### src/rtl/regfile_wb_arbiter_if.sv
// Bus bundle between the writeback requesters, decode and the register-file
// write-port arbiter. The arbiter uses the slave modport; the producers of
// requests, reservations and source lookups use the master modport.
interface regfile_wb_arbiter_if #(
  parameter int N_REQ      = 2,
  parameter int XLEN       = 64,
  parameter int REG_ADDR_W = 5
);
  logic [N_REQ-1:0]            req_valid;
  logic [N_REQ*REG_ADDR_W-1:0] req_rd;
  logic [N_REQ*XLEN-1:0]       req_data;
  logic [N_REQ-1:0]            req_ready;

  logic                        rf_we;
  logic [REG_ADDR_W-1:0]       rf_rd;
  logic [XLEN-1:0]             rf_wdata;

  logic                        alloc_valid;
  logic [REG_ADDR_W-1:0]       alloc_rd;
  logic                        alloc_ready;

  logic [REG_ADDR_W-1:0]       rs1;
  logic [REG_ADDR_W-1:0]       rs2;
  logic                        rs1_busy;
  logic                        rs2_busy;

  modport master (
    output req_valid, req_rd, req_data, alloc_valid, alloc_rd, rs1, rs2,
    input  req_ready, rf_we, rf_rd, rf_wdata, alloc_ready, rs1_busy, rs2_busy
  );

  modport slave (
    input  req_valid, req_rd, req_data, alloc_valid, alloc_rd, rs1, rs2,
    output req_ready, rf_we, rf_rd, rf_wdata, alloc_ready, rs1_busy, rs2_busy
  );
endinterface

### src/rtl/regfile_wb_arbiter.sv
// Round-robin arbiter for the single register-file write port, plus a busy
// scoreboard of destination registers with writes in flight so decode can
// stall on RAW (rsN_busy) and WAW (alloc_ready) hazards.
module regfile_wb_arbiter #(
  parameter int N_REQ      = 2,
  parameter int XLEN       = 64,
  parameter int REG_ADDR_W = 5
) (
  input  logic                clk,
  input  logic                reset,
  regfile_wb_arbiter_if.slave bus
);

  localparam int PTR_W = (N_REQ > 1) ? $clog2(N_REQ) : 1;
  localparam int NREG  = 1 << REG_ADDR_W;

  logic [PTR_W-1:0]      r_rr_ptr;
  logic                  r_rf_we;
  logic [REG_ADDR_W-1:0] r_rf_rd;
  logic [XLEN-1:0]       r_rf_wdata;
  logic [NREG-1:0]       r_busy;

  logic [N_REQ-1:0]      w_grant;
  logic                  w_gnt_any;
  logic [PTR_W-1:0]      w_gnt_idx;
  logic [REG_ADDR_W-1:0] w_sel_rd;
  logic [XLEN-1:0]       w_sel_data;
  logic                  w_alloc_ready;
  logic                  w_alloc_fire;

  // Requester index reached after stepping 'off' places past 'base', wrapping at N_REQ.
  function automatic int wrap_idx(input int base, input int off);
    int s;
    s = base + off;
    return (s >= N_REQ) ? (s - N_REQ) : s;
  endfunction

  // Round-robin scan starting at r_rr_ptr; first valid requester wins the port.
  always_comb begin
    w_grant    = '0;
    w_gnt_any  = 1'b0;
    w_gnt_idx  = '0;
    w_sel_rd   = '0;
    w_sel_data = '0;
    if (!reset) begin
      for (int k = 0; k < N_REQ; k++) begin
        if (!w_gnt_any && bus.req_valid[wrap_idx(int'(r_rr_ptr), k)]) begin
          w_gnt_any  = 1'b1;
          w_gnt_idx  = PTR_W'(wrap_idx(int'(r_rr_ptr), k));
          w_grant[wrap_idx(int'(r_rr_ptr), k)] = 1'b1;
          w_sel_rd   = bus.req_rd[wrap_idx(int'(r_rr_ptr), k)*REG_ADDR_W +: REG_ADDR_W];
          w_sel_data = bus.req_data[wrap_idx(int'(r_rr_ptr), k)*XLEN +: XLEN];
        end
      end
    end
  end

  // Priority pointer moves just past the requester that was served.
  always_ff @(posedge clk or posedge reset) begin
    if (reset) begin
      r_rr_ptr <= '0;
    end else if (w_gnt_any) begin
      r_rr_ptr <= (w_gnt_idx == PTR_W'(N_REQ - 1)) ? '0 : (w_gnt_idx + 1'b1);
    end
  end

  // Registered write port: one-cycle latency; x0 writes are consumed but never enable RegWrite.
  always_ff @(posedge clk or posedge reset) begin
    if (reset) begin
      r_rf_we    <= 1'b0;
      r_rf_rd    <= '0;
      r_rf_wdata <= '0;
    end else if (w_gnt_any) begin
      r_rf_we    <= (w_sel_rd != '0);
      r_rf_rd    <= w_sel_rd;
      r_rf_wdata <= w_sel_data;
    end else begin
      r_rf_we    <= 1'b0;
    end
  end

  // A reservation may proceed unless its register is busy and not being retired this cycle.
  always_comb begin
    w_alloc_ready = 1'b0;
    if (!reset) begin
      w_alloc_ready = (bus.alloc_rd == '0) || !r_busy[bus.alloc_rd] ||
                      (r_rf_we && (r_rf_rd == bus.alloc_rd));
    end
    w_alloc_fire = bus.alloc_valid && w_alloc_ready && (bus.alloc_rd != '0);
  end

  // Busy scoreboard: set on reservation, clear when the register file commits; set wins a tie.
  always_ff @(posedge clk or posedge reset) begin
    if (reset) begin
      r_busy <= '0;
    end else begin
      r_busy[0] <= 1'b0;
      for (int k = 1; k < NREG; k++) begin
        if (w_alloc_fire && (bus.alloc_rd == REG_ADDR_W'(k))) begin
          r_busy[k] <= 1'b1;
        end else if (r_rf_we && (r_rf_rd == REG_ADDR_W'(k))) begin
          r_busy[k] <= 1'b0;
        end
      end
    end
  end

  assign bus.req_ready   = w_grant;
  assign bus.rf_we       = r_rf_we;
  assign bus.rf_rd       = r_rf_rd;
  assign bus.rf_wdata    = r_rf_wdata;
  assign bus.alloc_ready = w_alloc_ready;
  assign bus.rs1_busy    = (bus.rs1 != '0) && r_busy[bus.rs1];
  assign bus.rs2_busy    = (bus.rs2 != '0) && r_busy[bus.rs2];

endmodule

### src/flat_wrapper.sv
// flat-port wrapper written by rule: the top's interface ports become plain ports
module regfile_wb_arbiter_flat 
#(
  parameter int N_REQ      = 2,
  parameter int XLEN       = 64,
  parameter int REG_ADDR_W = 5
)
  (clk, reset, bus_req_valid, bus_req_rd, bus_req_data, bus_alloc_valid, bus_alloc_rd, bus_rs1, bus_rs2, bus_req_ready, bus_rf_we, bus_rf_rd, bus_rf_wdata, bus_alloc_ready, bus_rs1_busy, bus_rs2_busy);
  regfile_wb_arbiter_if #(.N_REQ(N_REQ), .XLEN(XLEN), .REG_ADDR_W(REG_ADDR_W)) bus_i ();
  input  logic clk;
  input  logic reset;
  input wire logic [$bits(bus_i.req_valid)-1:0] bus_req_valid;
  input wire logic [$bits(bus_i.req_rd)-1:0] bus_req_rd;
  input wire logic [$bits(bus_i.req_data)-1:0] bus_req_data;
  input wire logic [$bits(bus_i.alloc_valid)-1:0] bus_alloc_valid;
  input wire logic [$bits(bus_i.alloc_rd)-1:0] bus_alloc_rd;
  input wire logic [$bits(bus_i.rs1)-1:0] bus_rs1;
  input wire logic [$bits(bus_i.rs2)-1:0] bus_rs2;
  output wire logic [$bits(bus_i.req_ready)-1:0] bus_req_ready;
  output wire logic [$bits(bus_i.rf_we)-1:0] bus_rf_we;
  output wire logic [$bits(bus_i.rf_rd)-1:0] bus_rf_rd;
  output wire logic [$bits(bus_i.rf_wdata)-1:0] bus_rf_wdata;
  output wire logic [$bits(bus_i.alloc_ready)-1:0] bus_alloc_ready;
  output wire logic [$bits(bus_i.rs1_busy)-1:0] bus_rs1_busy;
  output wire logic [$bits(bus_i.rs2_busy)-1:0] bus_rs2_busy;
  assign bus_i.req_valid = bus_req_valid;
  assign bus_i.req_rd = bus_req_rd;
  assign bus_i.req_data = bus_req_data;
  assign bus_i.alloc_valid = bus_alloc_valid;
  assign bus_i.alloc_rd = bus_alloc_rd;
  assign bus_i.rs1 = bus_rs1;
  assign bus_i.rs2 = bus_rs2;
  assign bus_req_ready = bus_i.req_ready;
  assign bus_rf_we = bus_i.rf_we;
  assign bus_rf_rd = bus_i.rf_rd;
  assign bus_rf_wdata = bus_i.rf_wdata;
  assign bus_alloc_ready = bus_i.alloc_ready;
  assign bus_rs1_busy = bus_i.rs1_busy;
  assign bus_rs2_busy = bus_i.rs2_busy;
  regfile_wb_arbiter #(.N_REQ(N_REQ), .XLEN(XLEN), .REG_ADDR_W(REG_ADDR_W)) u_core (.clk(clk), .reset(reset), .bus(bus_i));
endmodule
### config.mk
export PLATFORM = sky130hd
export DESIGN_NAME = regfile_wb_arbiter_flat
export DESIGN_NICKNAME = d
export VERILOG_FILES = /design/src/rtl/regfile_wb_arbiter_if.sv /design/src/rtl/regfile_wb_arbiter.sv /design/src/flat_wrapper.sv
export SDC_FILE = /design/constraint.sdc
export NUM_CORES = 1
export LEC_CHECK = 0
export ABC_AREA = 1
export BUFFER_PORTS_ARGS = -buffer_cell sky130_fd_sc_hd__buf_4
export CELL_PAD_IN_SITES_DETAIL_PLACEMENT = 0
export CELL_PAD_IN_SITES_GLOBAL_PLACEMENT = 1
export CORE_ASPECT_RATIO = 2
export CORE_UTILIZATION = 25
export DETAILED_ROUTE_END_ITERATION = 8
export PLACE_DENSITY_LB_ADDON = 0.1
export SLEW_MARGIN = 20
export SYNTH_ARGS = -nofsm -noshare
export SYNTH_HDL_FRONTEND = slang
export SYNTH_SLANG_ARGS = --single-unit
### constraint.sdc
create_clock -name clk -period 12.1 [get_ports clk]
set_input_delay 0.605 -clock clk [delete_from_list [all_inputs] [get_ports clk]]
set_output_delay 0.605 -clock clk [all_outputs]
set_load 0.01 [all_outputs]
**After elaboration in Yosys (flattened, before gate mapping)**

Cells that the tools add are included.

- Flip-flop bits (word level): 102
- Input bits: 158
- Output and inout port bits: 75
- Word-level logic and storage cells: 328

- Add/subtract/negate cells: 4
- Multiply operators: 2
- Order comparisons: 9
- Eq/ne operators: 63
- Shift operators: 4
- Mux-type cells: 100
- Bitwise logic cells: 1
- Reduce and logical (&&, ||, !) cells: 110

Operator list:

| cell | count |
|---|---|
| indexed part select 128 x 32 -> 64 bit | 2 |
| 2-to-1 mux 64 bit | 3 |
| == test 5 bit (second input constant) | 32 |
| 2-to-1 mux 1 bit | 83 |
| == test 5 x 4 -> 1 bit (second input constant) | 16 |
| logical AND 1 bit | 70 |
| greater-or-equal comparator 32 x 1 -> 1 bit (second input constant) | 2 |
| less-than comparator 32 x 3 -> 1 bit (second input constant) | 2 |
| multiplier 32 x 4 -> 32 bit (second input constant) | 2 |
| 2-to-1 mux 32 bit | 2 |
| indexed part select 10 x 32 -> 5 bit | 2 |
| nonzero test 2 bit | 31 |
| == test 5 x 3 -> 1 bit (second input constant) | 8 |
| greater-or-equal comparator 32 x 3 -> 1 bit (second input constant) | 1 |
| subtractor 32 x 3 -> 32 bit (second input constant) | 1 |
| == test 5 x 2 -> 1 bit (second input constant) | 4 |
| nonzero test 5 bit | 4 |
| less-than comparator 5 x 6 -> 1 bit (second input constant) | 3 |
| binary-select mux 1 bit (select 5 bit) | 3 |
| 2-to-1 mux 5 bit | 3 |
| == test 5 x 1 -> 1 bit (second input constant) | 2 |
| 2-to-1 mux 2 bit | 4 |
| == test 5 bit | 1 |
| zero test 5 bit | 1 |
| 8 further kinds | 11 |

**Longest topological paths before layout**

Gate-level depths: netlist of run 1.

- Depth in word-level cells: 13
- Mapped depth: 14
- Mapped depth without buffers: 12

**Worst setup path before layout of run 1**

No wires, ideal clock.

- Path type: input port to flip-flop
- Start point: input port reset
- End point: register u_core.r_busy[10]
- Setup time: 0.082 ns
- Arrival: 4.421 ns
- Data required time: 12.018 ns
- Slack: 7.597 ns
- Cell stages on the path: 5
- Buffers on the path: 2
- Cells stage by stage: inv_1 clkbuf_1 clkbuf_1 nand4_1 nand2_1

- Longest elaborated chain between the ends: 5

RTL lines:

| what | line | RTL |
|---|---|---|
| start: declaration | flat_wrapper.sv:11 | `input logic reset;` |
| 2-to-1 mux 1 bit * | regfile_wb_arbiter.sv:85 | `if (!reset) begin` |
| logical AND 1 bit * (2 in series) | regfile_wb_arbiter.sv:89 | `w_alloc_fire = bus.alloc_valid && w_alloc_ready && (bus.alloc_rd != '0);` |
| logical AND 1 bit * | regfile_wb_arbiter.sv:99 | `if (w_alloc_fire && (bus.alloc_rd == REG_ADDR_W'(k))) begin` |
| 2-to-1 mux 1 bit / nonzero test 2 bit (equally long branches) | - |  |
| end signal: assignment | regfile_wb_arbiter.sv:95 | `r_busy <= '0;` |
| end signal: indexed assignment | regfile_wb_arbiter.sv:100 | `r_busy[k] <= 1'b1;` |
| end signal: indexed assignment | regfile_wb_arbiter.sv:102 | `r_busy[k] <= 1'b0;` |
| end: declaration | regfile_wb_arbiter.sv:21 | `logic [NREG-1:0] r_busy;` |

Every way passes the cells marked *; elsewhere a longest branch is shown, timed or not.
A chain may end at the register's enable or synchronous reset.

**Worst setup path in the final report of run 1**

- Start point: register u_core.r_rr_ptr
- End point: output port bus_req_ready[0]

- Longest elaborated chain between the ends: 11

RTL lines:

| what | line | RTL |
|---|---|---|
| start: declaration | regfile_wb_arbiter.sv:17 | `logic [PTR_W-1:0] r_rr_ptr;` |
| start signal: assignment | regfile_wb_arbiter.sv:63 | `r_rr_ptr <= (w_gnt_idx == PTR_W'(N_REQ - 1)) ? '0 : (w_gnt_idx + 1'b1);` |
| branches (longest 9 deep; another with subtractor 32 x 3 -> 32 bit) | - |  |
| 2-to-1 mux 2 bit * | regfile_wb_arbiter.sv:47 | `if (!w_gnt_any && bus.req_valid[wrap_idx(int'(r_rr_ptr), k)]) begin` |
| 2-to-1 mux 2 bit * | regfile_wb_arbiter.sv:45 | `if (!reset) begin` |
| end: declaration | flat_wrapper.sv:19 | `output wire logic [$bits(bus_i.req_ready)-1:0] bus_req_ready;` |

Every way passes the cells marked *. The select of a mux whose other input is x is not followed.

==> results.rst, run 1 <==
.. list-table::
   :header-rows: 1

   * - Metric
     - Value
   * - Port buffer count
     - around 230
   * - Tot GR Track Use
     - 22.8%
   * - Final #Nets
     - between 1,000 and 1,500
   * - Detailed-route wire length
     - just under 30 mm
   * - Register-to-register setup slack
     - between 9 and 10 ns
   * - Maximum clock insertion buffer count
     - 2
   * - Area share of and/or/nand/nor cells after synthesis
     - around a third
   * - Share of total power in combinational logic
     - between 30% and 40%
   * - Clock sink count
     - approximately 100
   * - Post-synthesis mux area share
     - less than 1%
   * - Clock latency at the later pin of the worst-skew pair
     - between 0.3 and 0.4 ns
   * - Endpoint of the lowest-slack register-to-register path
     - u_core.bus.rf_we
   * - Max-Cap Viols
     - 0
   * - Endpoint arrival time on the critical path
     - between 2 and 3 ns
   * - Die area
     - 27,100 sq um
   * - Most common library cell in the layout ignoring fill and taps
     - sky130_fd_sc_hd__nand2_1
   * - Remaining number of nets flagged by the antenna check after routing
     - 0
   * - Deepest level of the CTS H-tree
     - 3
   * - Maximum operating frequency
     - ~310 MHz
   * - Drt first-iter violations
     - approximately 310
   * - Layout overhead on the synthesized area
     - 34.0%
   * - Post-DP HPWL
     - about 22 mm
   * - Number of nets in the synthesized netlist
     - approximately 1,100
   * - DP Cell Count
     - approximately 1,500
   * - Fraction of synthesized cell area in xor and xnor cells
     - 0.266%
   * - Share of the yosys chip area belonging to registers
     - between 30 and 40%
   * - Clock Power Share
     - a little under a quarter
   * - Total of warnings raised by yosys
     - 0
   * - Total negative setup slack
     - 0 ns
   * - Met1 Routed Length
     - 10.1 mm
   * - Number of CTS-inserted buffers
     - 9
   * - Clock tree from TritonCTS
     - yes
   * - Cells after synthesis
     - about 980
   * - Crit path max fanout
     - 39
   * - Initial cell density of the core
     - 25.6%
   * - Cells along the critical path
     - buf_4 > nand2_1 > inv_1 > buf_4 > nor2_4 > nand2_1 > inv_1 > buf_4
   * - Drt drc
     - 0
   * - Detailed route wirelength on metal3
     - approximately 1.6 mm
   * - Top routing layer used
     - met4
   * - Fraction of the cycle the final worst path needs
     - 26.5%
   * - Worst-path cell with the longest stage delay
     - sky130_fd_sc_hd__nor2_4
   * - Reg-to-reg critical path startpoint
     - u_core.r_rr_ptr
   * - Fin. max-slew vios
     - 0
   * - CP Capture Type
     - output pin
   * - Internal power
     - between 0.0007 and 0.0008 W
   * - RSZ-0062 raised after global routing
     - no
   * - Final setup fails
     - 0
   * - Worst setup startpoint
     - u_core.r_rr_ptr
   * - Fraction of layout instances using a drive strength above 1
     - a little under a quarter
   * - Number of buffers inserted by hold repair at cts
     - 0
   * - Final std cell area, no fill
     - between 8000 and 9000 sq um
   * - Power per unit of standard cell area
     - between 100 and 150 nW/um^2
   * - Tightest Pin Transition
     - approximately 1.1 ns
   * - Avg Cell Area, Syn
     - 6.76 sq um
   * - Critical Setup Path Class
     - reg -> out
   * - Met2 WL
     - 16.8 mm
   * - Path depth of the worst reg2reg path
     - 11
   * - Final hold violation count
     - 0
   * - Die Width
     - around 120 um
   * - Required time of the critical path
     - 11.49 ns
   * - Power dissipated by switching net loads
     - approximately 0.00051 W
   * - Arithmetic-cell share of the synthesized area counting full adders, half adders and majority gates
     - 0%
   * - Minimum clock period after layout
     - 3.21 ns
   * - Via count of the routed design
     - between 7,000 and 8,000
   * - First-pass iteration count of the detailed router
     - 5
   * - Post-layout instance count excluding filler cells
     - approximately 1,500
   * - Clock tree root driver cell
     - sky130_fd_sc_hd__clkbuf_16
   * - Post-synthesis register bit count
     - 102
   * - Antenna violations before repair
     - 0
   * - Cell Area, Placed
     - between 8000 and 9000 sq um
   * - Max IR drop VDD
     - ~0.063 mV
   * - Placement row count
     - 83
   * - Avg WL per Cell
     - between 15 and 20 um
   * - Pin count of the biggest net entering global routing
     - 78
   * - Final Wtd Congestion
     - roughly 0.85
   * - Clock Skew
     - approximately 0.006 ns
   * - Stage delay of the slowest cell on the critical path
     - ~0.79 ns
   * - Resize count post-CTS
     - 0
   * - Chip height
     - 232 um
   * - Fraction of power spent switching nets
     - 39.6%
   * - Result of the run
     - finished, final reports clean
   * - Via count of the first global-routing pass
     - between 7,000 and 8,000
   * - Post-Synthesis Cell Area
     - 6600 sq um
   * - Leak
     - between 4 and 5 nW
   * - Worst hold path type
     - in -> async
   * - Ratio of routed vias to standard cells
     - 4.90
   * - Headroom to the max-slew limit
     - between 20% and 30%
   * - Sequential share of power
     - ~40%
   * - Largest family of logic cells by synthesized area
     - simple AND/OR/NAND/NOR gates
   * - Core Footprint
     - ~26,000 sq um
   * - Complex-gate fraction of the synthesized area
     - roughly 17%
   * - Post-CTS setup buffers
     - 0
   * - Worst path most repeated cell
     - sky130_fd_sc_hd__buf_4
   * - Netlist cell types
     - 34
   * - Commonest cells after routing, fill and taps aside
     - sky130_fd_sc_hd__nand2_1, sky130_fd_sc_hd__buf_4, sky130_fd_sc_hd__dfrtp_1, sky130_fd_sc_hd__nand3_1, sky130_fd_sc_hd__o21ai_0
   * - Startpoint Class
     - flop
   * - Boundary Pins
     - 233
   * - Antenna diode count
     - 0
   * - Total gr overflow
     - 0
   * - Global-route wire length before repair
     - roughly 45 mm
   * - Power consumption
     - 0.00128 W
   * - Fin Hold WS
     - roughly 0.44 ns
   * - Reg clk slew, reported paths
     - 0.07 ns
## registers in the layout, summed over array words and instances (netlist names)
register / count
u_core.r_busy: 31
u_core.bus.rf_rd: 5
u_core.bus.rf_we: 1
u_core.bus.rf_wdata: 64
u_core.r_rr_ptr: 1
## layer usage
layer,up-vias,global-route usage (%)
met5,-,0
met4,0,10.4
met3,48,5.25
met2,240,43.7
met1,3483,22.5
li1,3629,-
## Yosys cell counts
cell	count	area share [%]
sky130_fd_sc_hd__clkbuf_1	35	2.0
sky130_fd_sc_hd__o221ai_1	3	0.40
sky130_fd_sc_hd__a221oi_1	26	3.5
sky130_fd_sc_hd__o21ai_1	12	0.91
sky130_fd_sc_hd__o211ai_1	4	0.46
sky130_fd_sc_hd__buf_6	5	0.85
sky130_fd_sc_hd__a21oi_1	41	3.1
sky130_fd_sc_hd__nor2_1	77	4.4
sky130_fd_sc_hd__buf_2	15	1.1
sky130_fd_sc_hd__inv_1	83	4.7
sky130_fd_sc_hd__clkinv_1	1	0.057
sky130_fd_sc_hd__a211oi_1	2	0.23
sky130_fd_sc_hd__a31oi_1	4	0.38
sky130_fd_sc_hd__o21ai_0	90	6.8
sky130_fd_sc_hd__nand2_4	2	0.34
sky130_fd_sc_hd__nand3_1	94	7.1
sky130_fd_sc_hd__nor2_2	3	0.28
sky130_fd_sc_hd__xor2_1	2	0.27
sky130_fd_sc_hd__dfrtp_1	102	39
sky130_fd_sc_hd__o2111ai_1	3	0.40
sky130_fd_sc_hd__mux2i_1	1	0.15
sky130_fd_sc_hd__a21oi_2	1	0.13
sky130_fd_sc_hd__o31ai_1	2	0.23
sky130_fd_sc_hd__nor3_1	13	0.99
sky130_fd_sc_hd__buf_4	1	0.11
sky130_fd_sc_hd__a22o_1	1	0.13
sky130_fd_sc_hd__a22oi_1	5	0.57
sky130_fd_sc_hd__inv_4	2	0.19
sky130_fd_sc_hd__inv_2	7	0.40
sky130_fd_sc_hd__nand2_1	293	17
sky130_fd_sc_hd__o21bai_1	2	0.23
sky130_fd_sc_hd__nand4_1	35	3.3
sky130_fd_sc_hd__buf_1	6	0.34
sky130_fd_sc_hd__nor2_4	3	0.51
## worst max-delay path by stage
stage | cells after the start | end | slack [ns]
6_report | 8 | bus_req_ready[0] | 8.89
5_1_grt | 8 | bus_req_ready[0] | 8.62
4_1_cts | 8 | bus_req_ready[0] | 8.81
3_5_place_dp | 8 | bus_req_ready[0] | 8.92
3_3_place_gp | 8 | bus_req_ready[0] | 8.91
2_1_floorplan | 3 | u_core.bus.rf_rd[0] | 7.04
## stage by stage
step                setup WS [ns]  util [%]
floorplan                    7.04         -
global placement             8.91      33.2
detailed placement           8.92      33.2
CTS                          8.81      34.3
global route                 8.62      34.3
finish                       8.89      34.3
## kinds of logic after synthesis
kind of cell / after synthesis
xor+xnor: 2
buf+inv: 155
simple gates: 520
flops: 102
compound gates: 196
mux: 1
## worst max-delay path, delay by kind of cell, from the launching register on
family / cells / cell delay (ns)
flip-flops: 1 / 0.36
AND/OR/NAND/NOR: 3 / 1.03
buffers and inverters: 5 / 0.82
## power groups by stage
stage | sequential [W] | combinational (W) | clock (W)
finish | 0.000516 | 0.000457 | 0.000306
global route | 0.000532 | 0.000512 | 0.000328
CTS | 0.000519 | 0.000463 | 0.000317
detailed placement | 0.000524 | 0.000462 | 0
global placement | 0.000525 | 0.000461 | 0
floorplan | 0.000506 | 0.000249 | 0
## final cells by class
cell class / count / area [sq um]
Fill cell: 2985 / 16900
Multi-Input combinational cell: 719 / 3410
Sequential cell: 102 / 2550
Timing Repair Buffer: 239 / 1790
Tap cell: 340 / 425
Inverter: 93 / 357
Clock buffer: 14 / 284
Clock inverter: 2 / 13.8
(Power assumes the default switching activity.)
==> run 2: changes to the inputs <==
==> constraint.sdc (replaced) <==
create_clock -name clk -period 2.6 [get_ports clk]
set_input_delay 0.13 -clock clk [delete_from_list [all_inputs] [get_ports clk]]
set_output_delay 0.13 -clock clk [all_outputs]
set_load 0.01 [all_outputs]
==> results.rst, run 2 (synthesized netlist as in run 1, its figures left out) <==
.. list-table::
   :header-rows: 1

   * - Metric
     - Value
   * - Result of the run
     - finished, final reports clean
   * - Clock tree root driver cell
     - sky130_fd_sc_hd__clkbuf_16
   * - Port buffer count
     - 232 (unchanged)
   * - Worst hold path type
     - in -> reg
   * - Global-route wire length before repair
     - 44.9 mm (-1.2%)
   * - Max-Cap Viols
     - 0 (unchanged)
   * - Power per unit of standard cell area
     - 682 nW/um^2 (+370%)
   * - Clock latency at the later pin of the worst-skew pair
     - 0.37 ns (about the same)
   * - Layout overhead on the synthesized area
     - 36.3%
   * - Final setup fails
     - 0 (unchanged)
   * - Core Footprint
     - 25,800 sq um (unchanged)
   * - First-pass iteration count of the detailed router
     - 7 (+2)
   * - Headroom to the max-slew limit
     - 33.2% (+9.9 points)
   * - Clock sink count
     - 102 (unchanged)
   * - Final #Nets
     - 1,332 (+0.76%)
   * - Avg WL per Cell
     - 19.5 um (-1.0%)
   * - Ratio of routed vias to standard cells
     - 4.91 (+0.13%)
   * - Via count of the routed design
     - 7,464 (+0.86%)
   * - Tightest Pin Transition
     - 0.999 ns (-0.150 ns)
   * - Buffering stage count on the worst path with inverters included
     - 3 (-2)
   * - Maximum operating frequency
     - ~450 MHz
   * - Max IR drop VDD
     - 0.314 mV (+400%)
   * - Path depth of the worst reg2reg path
     - 8 (-3)
   * - Area taken by multi-input logic gates
     - 3410 sq um (unchanged)
   * - Post-CTS setup buffers
     - 0 (unchanged)
   * - Most common library cell in the layout ignoring fill and taps
     - sky130_fd_sc_hd__nand2_1
   * - Crit path max fanout
     - 39 (unchanged)
   * - CP Capture Type
     - output pin
   * - Clock Skew
     - 0.0111 ns (+0.00498 ns)
   * - Worst-path cell with the longest stage delay
     - sky130_fd_sc_hd__nor2_4
   * - Clock tree from TritonCTS
     - yes
   * - Worst setup endpoint
     - bus_req_ready[0]
   * - Cells along the critical path
     - nand2_1 > inv_1 > nor2_4 > nand2_1 > inv_1 > buf_4
   * - Die Width
     - 117 um (unchanged)
   * - Required time of the critical path
     - 2.47 ns (-9.02 ns)
   * - Maximum clock insertion buffer count
     - 2 (unchanged)
   * - Fraction of layout instances using a drive strength above 1
     - 24.2% (+0.65 points)
   * - Antenna violations before repair
     - 1 (+1)
   * - Chip height
     - 232 um (unchanged)
   * - Worst setup startpoint
     - u_core.r_rr_ptr
   * - Top Family by Delay on Critical Path
     - simple AND/OR/NAND/NOR gates
   * - Total negative setup slack
     - 0 ns (unchanged)
   * - Number of CTS-inserted buffers
     - 9 (unchanged)
   * - Register-to-register setup slack
     - 0.66 ns (-8.91 ns)
   * - Remaining number of nets flagged by the antenna check after routing
     - 0 (unchanged)
   * - Drt drc
     - 0 (unchanged)
   * - Boundary Pins
     - 233 (unchanged)
   * - Final hold violation count
     - 0 (unchanged)
   * - Minimum clock period after layout
     - ~2.2 ns
   * - Deepest level of the CTS H-tree
     - 3 (unchanged)
   * - Drt first-iter violations
     - 373 (+21%)
   * - Area taken by flip-flops and latches
     - 2550 sq um (unchanged)
   * - Post-layout instance count excluding filler cells
     - 1,520 (+0.73%)
   * - Final Wtd Congestion
     - 0.815 (-4.1%)
   * - Reg clk slew, reported paths
     - 0.08 ns (about the same)
   * - Reg-to-reg critical path startpoint
     - u_core.r_rr_ptr
   * - Endpoint arrival time on the critical path
     - 2.09 ns (-0.51 ns)
   * - Placement row count
     - 83 (unchanged)
   * - Fraction of the cycle the final worst path needs
     - a little under nine tenths
   * - Number of fill cells
     - 2,903 (-2.7%)
   * - Initial cell density of the core
     - 25.6% (unchanged)
   * - Max reg flops
     - 64 (unchanged)
   * - Depth of the critical timing path with buffers and inverters included
     - 6 (-2)
   * - Endpoint of the lowest-slack register-to-register path
     - u_core.bus.rf_rd[1]
   * - RSZ-0062 raised after global routing
     - no
   * - Critical Setup Path Class
     - reg -> out
   * - Post-DP HPWL
     - 22.5 mm (+2.0%)
   * - Detailed-route wire length
     - 29.6 mm (-0.31%)
   * - Commonest cells after routing, fill and taps aside
     - sky130_fd_sc_hd__nand2_1, sky130_fd_sc_hd__buf_4, sky130_fd_sc_hd__dfrtp_1, sky130_fd_sc_hd__nand3_1, sky130_fd_sc_hd__o21ai_0
   * - Via count of the first global-routing pass
     - 7,586 (-2.0%)
   * - Startpoint Class
     - flop
   * - Total gr overflow
     - 0 (unchanged)
   * - DP Cell Count
     - 1,502 (+0.60%)
   * - Pin count of the biggest net entering global routing
     - 64 (-18%)
   * - Tot GR Track Use
     - 22.6% (-0.26 points)
   * - Stage delay of the slowest cell on the critical path
     - 0.75 ns (-0.04 ns)
   * - Die area
     - 27,100 sq um (unchanged)
   * - Leak
     - 4.40 nW (+1.8%)
   * - Fin. max-slew vios
     - 0 (unchanged)
## run 2: stage by stage
stage	hold slack [ns]	area (sq um)	power, W	worst slack, ns	utilization [%]
floorplan	0.302	6600	0.00352	0.272	-
global placement	0.243	8650	0.00463	0.677	33.6
detailed placement	0.248	8650	0.00463	0.648	33.6
CTS	0.0305	8990	0.00624	0.329	34.9
global route	0.0481	8990	0.00656	0.156	34.9
finish	0.0568	8990	0.00613	0.378	34.9
## run 2: worst register-to-register path: stages, from the launching register on
cell	delay, ns
sky130_fd_sc_hd__dfrtp_1	0.38
sky130_fd_sc_hd__nand2_1	0.06
sky130_fd_sc_hd__inv_1	0.07
sky130_fd_sc_hd__nor2_4	0.75
sky130_fd_sc_hd__nand2_1	0.18
sky130_fd_sc_hd__inv_1	0.15
sky130_fd_sc_hd__nand2_1	0.05
sky130_fd_sc_hd__o21ai_0	0.09
sky130_fd_sc_hd__o21bai_1	0.14
## run 2: where the power goes
| group | internal [W] | switching (W) | leakage (nW) | total, W |
|---|---|---|---|---|
| registers | 0.00200 | 0.000425 | 1.19 | 0.00242 |
| clock network | 0.000880 | 0.000676 | 0.164 | 0.00156 |
| logic | 0.000864 | 0.00129 | 3.04 | 0.00215 |
| total | 0.00374 | 0.00239 | 4.40 | 0.00613 |
## run 2: layout make-up
| class | instances | area share, % |
|---|---|---|
| clock buffers | 10 | 2.66 |
| clock inverters | 6 | 1.02 |
| flip-flops and latches | 102 | 28.4 |
| diodes | 1 | 0.0278 |
| inverters | 93 | 3.99 |
| repair buffers | 249 | 21.2 |
| well taps | 340 | 4.73 |
| multi-input cells | 719 | 38.0 |
## run 2: what timing repair did
item / in CTS / in global routing
endpoints found under the hold margin: 30 / 0
hold buffers: 1 / 0
gates resized for setup: 0 / 0
## run 2: metal layers
metal / vias to the layer above / wire [um] / GRT usage [%]
met4: 0 / 1160 / 10.5
met1: 3543 / 10100 / 22.5
met2: 214 / 16800 / 42.9
met3: 49 / 1550 / 5.01
met5: - / 0 / 0
li1: 3658 / - / -
## run 2: how the worst min path moves through the flow
| stage | endpoint | depth (start not counted) | slack [ns] | from |
|---|---|---|---|---|
| after floorplan | u_core.bus.rf_wdata[60] | 2 | 0.30 | bus_req_data[124] |
| after global placement | u_core.r_busy[23] | 2 | 0.24 | reset |
| after detailed placement | u_core.r_busy[23] | 2 | 0.25 | reset |
| after CTS | u_core.bus.rf_wdata[61] | 3 | 0.03 | bus_req_data[61] |
| after global routing | u_core.bus.rf_wdata[61] | 3 | 0.05 | bus_req_data[61] |
| final | u_core.bus.rf_wdata[61] | 3 | 0.06 | bus_req_data[125] |
